## config.mk

```make
export PLATFORM = sky130hd
export DESIGN_NAME = aux_input_conditioner
export DESIGN_NICKNAME = d
export VERILOG_FILES = /design/src/rtl/aux_input_conditioner.sv
export SDC_FILE = /design/constraint.sdc
export NUM_CORES = 1
export LEC_CHECK = 0
export CORE_ASPECT_RATIO = 1.4
export CORE_UTILIZATION = 35
export DETAILED_ROUTE_END_ITERATION = 10
export PLACE_DENSITY = 0.6
export SLEW_MARGIN = 25
export SYNTH_ARGS = -nofsm -noshare
export SYNTH_HDL_FRONTEND = slang
export SYNTH_SLANG_ARGS = --single-unit
```

## constraint.sdc

```tcl
create_clock -name clk -period 5.32 [get_ports clk]
set_input_delay 1.596 -clock clk [delete_from_list [all_inputs] [get_ports clk]]
set_output_delay 1.596 -clock clk [all_outputs]
set_load 0.03 [all_outputs]
```

## src/rtl/aux_input_conditioner.sv

```systemverilog
// aux_input_conditioner: per-bit synchroniser and debouncer for the raw board inputs
//   clk        : board clock, rising edge
//   rst        : synchronous active-high reset
//   raw        : asynchronous pin levels (bit 16 = resume, bits 15:0 = switches)
//   level      : debounced stable level per bit
//   rise/fall  : one-cycle pulse per bit when level goes 0->1 / 1->0
//   any_change : OR of all rise and fall bits, aligned with them
module aux_input_conditioner #(
    parameter int InBit  = 17,
    parameter int DebCnt = 1000000,
    parameter int CntBit = 20
) (
    input  logic             clk,
    input  logic             rst,
    input  logic [InBit-1:0] raw,
    output logic [InBit-1:0] level,
    output logic [InBit-1:0] rise,
    output logic [InBit-1:0] fall,
    output logic             any_change
);
    logic [InBit-1:0] sync1, sync2, flip;
    // flip only fires while sync2 differs from level, so level ^ flip lands on sync2
    always_ff @(posedge clk) begin
        if (rst) begin
            sync1      <= '0;
            sync2      <= '0;
            level      <= '0;
            rise       <= '0;
            fall       <= '0;
            any_change <= 1'b0;
        end else begin
            sync1      <= raw;
            sync2      <= sync1;
            level      <= level ^ flip;
            rise       <= flip & sync2;
            fall       <= flip & ~sync2;
            any_change <= |flip;
        end
    end
    for (genvar i = 0; i < InBit; i++) begin : g_bit
        logic [CntBit-1:0] cnt;
        // cnt == 0 is the STABLE state; any agreement with level restarts the run
        assign flip[i] = (sync2[i] != level[i]) && (cnt == CntBit'(DebCnt - 1));
        always_ff @(posedge clk) begin
            cnt <= (rst || sync2[i] == level[i] || flip[i]) ? '0 : cnt + 1'b1;
        end
    end
endmodule

```

==> flow_summary.json <==
{
  "status": "finished, final reports clean",
  "end_kind": "output port",
  "cts-root-buf": "clkbuf_16",
  "final_area_mm2": 0.02028,
  "ys.flop_type": "dfxtp_1",
  "crit_path_top_delay_cell": "clkdlybuf4s50_1",
  "area_delta_synth_final_pct": 14.90,
  "num_rows": 97,
  "placed_cell_area_mm2": 0.01894,
  "swShare": 0.2092,
  "critical_path.max_fanout": 5,
  "clkPwrFrac": 0.469,
  "max_slew_margin": 0.3325,
  "cp_slowest_stage_delay_ps": 750,
  "finalPower_mw": 6.185,
  "grt_usage": 0.1345,
  "whs_ps": 432.1,
  "setup_viol": 0,
  "num_vias": 13090,
  "routed_wl_um": 34110,
  "port_buffers": 70,
  "synth_compound_area_frac": 0.006168,
  "yosys_warnings": 0,
  "p_int_mw": 4.892,
  "hold_violations": 0,
  "finalSetupTns_ps": 0,
  "cts.htree.levels": 2,
  "syn_avg_cell_area_um2": 8.927,
  "ant_nets": 0,
  "post-cts-setup-buffers": 0,
  "syn-num-nets": 2013,
  "crit_type": "flop to output port",
  "max_freq_ghz": 0.3040,
  "drv_cap": 0,
  "grt_remaining_overflow": 0,
  "dp_slack_ps": 2007,
  "vdd_drop_max_mv": 0.1934,
  "wl_per_cell_um": 12.56,
  "tightest_slew_ps": 987.3,
  "async_reset_ff_frac": 0,
  "p_per_area_mw_per_mm2": 305.0,
  "viasPerCell": 4.821,
  "gp_congestion": 0.7883,
  "p_leak_nw": 6.206,
  "clk_latency_ps": 550,
  "hold_buffers": 0,
  "grt_pass1_vias": 12810,
  "synth-seq-cells": 426,
  "synthMuxAreaShare": 0.007940,
  "fin_ws_ps": 2030,
  "drv_slew": 0,
  "min_path_type": "flop to flop",
  "antenna_found_initial": 0,
  "synthSimpleGateAreaFrac": 0.3068,
  "crit_family": "buffers and inverters",
  "pwr-share-comb": 0.011,
  "die_w_um": 191.8,
  "drc": 0,
  "synthAdderAreaFrac": 0.01205,
  "firstDrtPassIters": 5,
  "diodes": 0,
  "synth.cell_area_mm2": 0.01765,
  "critPathBufInv": 1,
  "syn_inst": 1977,
  "core-area_mm2": 0.04988,
  "seq_area_frac_synth": 0.4832,
  "ioPinCount": 71,
  "startpoint_type": "flop",
  "cts_tree": "yes",
  "drive_gt1_frac": 0.03909,
  "nets": 2078,
  "synthXorXnorAreaFrac": 0.1603,
  "critPathArrivalTime_ps": 1690,
  "cts_resized": 0,
  "grt_pass1_wl_um": 58240,
  "crit_chain": "clkdlybuf4s50_1",
  "period_share": 0.6183,
  "synth_cell_type_count": 47,
  "path_clk_slew_ps": 60,
  "start_util": 0.3538,
  "synth-edff-count": 0,
  "cts.sinks": 426,
  "fin_worst_skew_ps": 19.08,
  "grt_max_degree": 74,
  "die-area_mm2": 0.05134,
  "required_ps": 3720,
  "period_needed_ps": 3290,
  "p_sw_mw": 1.294,
  "rsz0062_at_grt": "no",
  "synth_top_family_by_area": "simple AND/OR/NAND/NOR gates",
  "drtIter0Drc": 479,
  "numCtsBuffers": 42,
  "die_y_um": 267.7,
  "seq_power_share": 0.520,
  "clockBufferDepth": 3,
  "dp_hpwl_um": 23510
}
[registers in the layout, indices dropped and copies added, names as in the netlist, named ones only]
register / cells
any_change: 1
fall: 17
g_bit.cnt: 340
rise: 17
sync1: 17
sync2: 17
[per-layer routing]
| metal | wire length, um | GRT usage |
|---|---|---|
| met1 | 15180 | 0.1598 |
| met2 | 16920 | 0.2399 |
| met3 | 1040 | 0.02071 |
| met4 | 973 | 0.05191 |
| met5 | 0 | 0 |
[cell usage after synthesis (all sizes together) (7+ instances only)]
cell type | instances | share of area
ha | 17 | 0.012
and3 | 51 | 0.018
xnor2 | 215 | 0.11
nand2 | 126 | 0.027
inv | 53 | 0.011
and4 | 22 | 0.011
mux2i | 14 | 0.0079
nand4 | 62 | 0.022
nor2 | 435 | 0.093
or2 | 8 | 0.0028
nor4 | 33 | 0.012
clkbuf | 42 | 0.0089
dfxtp | 426 | 0.48
or3 | 11 | 0.0039
nand2b | 8 | 0.0028
nor4b | 34 | 0.018
nor3 | 73 | 0.021
buf | 8 | 0.0033
and2 | 19 | 0.0067
nor3b | 7 | 0.0030
or4 | 11 | 0.0047
xor2 | 108 | 0.054
nand3 | 108 | 0.031
nor4bb | 12 | 0.0068
nor2b | 43 | 0.015
[final timing paths]
path / start / end / slack, ps / cells after the start
max: flop / level[4] / 2030 / 1
min: sync1[8] / sync2[8] / 430 / 1
max reg2reg: g_bit[5].cnt[0] / g_bit[5].cnt[12] / 2920 / 6
min reg2reg: sync1[8] / sync2[8] / 430 / 1
[cells in the final DEF (no fill, tap or decap), types with 2 or more instances in the layout]
cell type        instances
nor3_1                  73
nor4b_1                 32
inv_1                   53
clkbuf_16               43
and3_1                  51
or3b_2                   2
nand4b_1                 4
nand3b_1                 4
a21oi_1                  3
nor3b_1                  7
inv_6                    2
mux2i_1                 14
and2_1                  18
or4_1                   11
nand2_1                125
xnor2_1                215
or4bb_1                  2
clkdlybuf4s50_1         69
ha_1                    17
or2_2                    7
and4_1                  22
o32ai_1                  3
clkinv_2                 8
nor2_1                 435
nor4_1                  33
dfxtp_1                426
clkbuf_1                 9
clkbuf_8                 9
nor2b_1                 43
xor2_1                 108
clkinvlp_4               2
nand4_1                 62
or4b_1                   3
nand2b_1                 8
buf_4                    2
nor4b_2                  2
nand3_1                108
nor4bb_1                12
or3_1                   11
[power by group through the flow]
stage / Clock (mW) / Combinational (mW) / Sequential (mW)
6_report: 2.90 / 0.0699 / 3.22
5_1_grt: 3.13 / 0.0787 / 3.22
4_1_cts: 3.01 / 0.0724 / 3.22
3_5_place_dp: 0 / 0.0721 / 3.29
3_3_place_gp: 0 / 0.0707 / 3.29
2_1_floorplan: 0 / 0.0457 / 3.28
[cell type report]
class	instances	area (um^2)
Fill cell	4936	29600
Multi-Input combinational cell	1448	8705
Clock buffer	61	1234
Timing Repair Buffer	71	705.7
Clock inverter	13	102.6
Inverter	53	198.9
Tap cell	643	804.5
Sequential cell	426	8528
[cell families (layout without fill, tap and decap cells)]
| kind of cell | count (synthesis) | after routing |
|---|---|---|
| AO/OA/AOI/OAI | 13 | 13 |
| XOR/XNOR | 323 | 323 |
| adder cells (fa/ha/maj) | 17 | 17 |
| buffers and inverters | 103 | 198 |
| flip-flops | 426 | 426 |
| multiplexers | 14 | 14 |
| AND/OR/NAND/NOR | 1081 | 1081 |
[through the flow]
stage,utilization,instances
after floorplan,-,1977
after global placement,0.3797,2641
after detailed placement,0.3797,2641
after CTS,0.4065,2715
after global routing,0.4065,2715
final,0.4065,2715
Note: power is estimated with default switching activity, not from simulation.
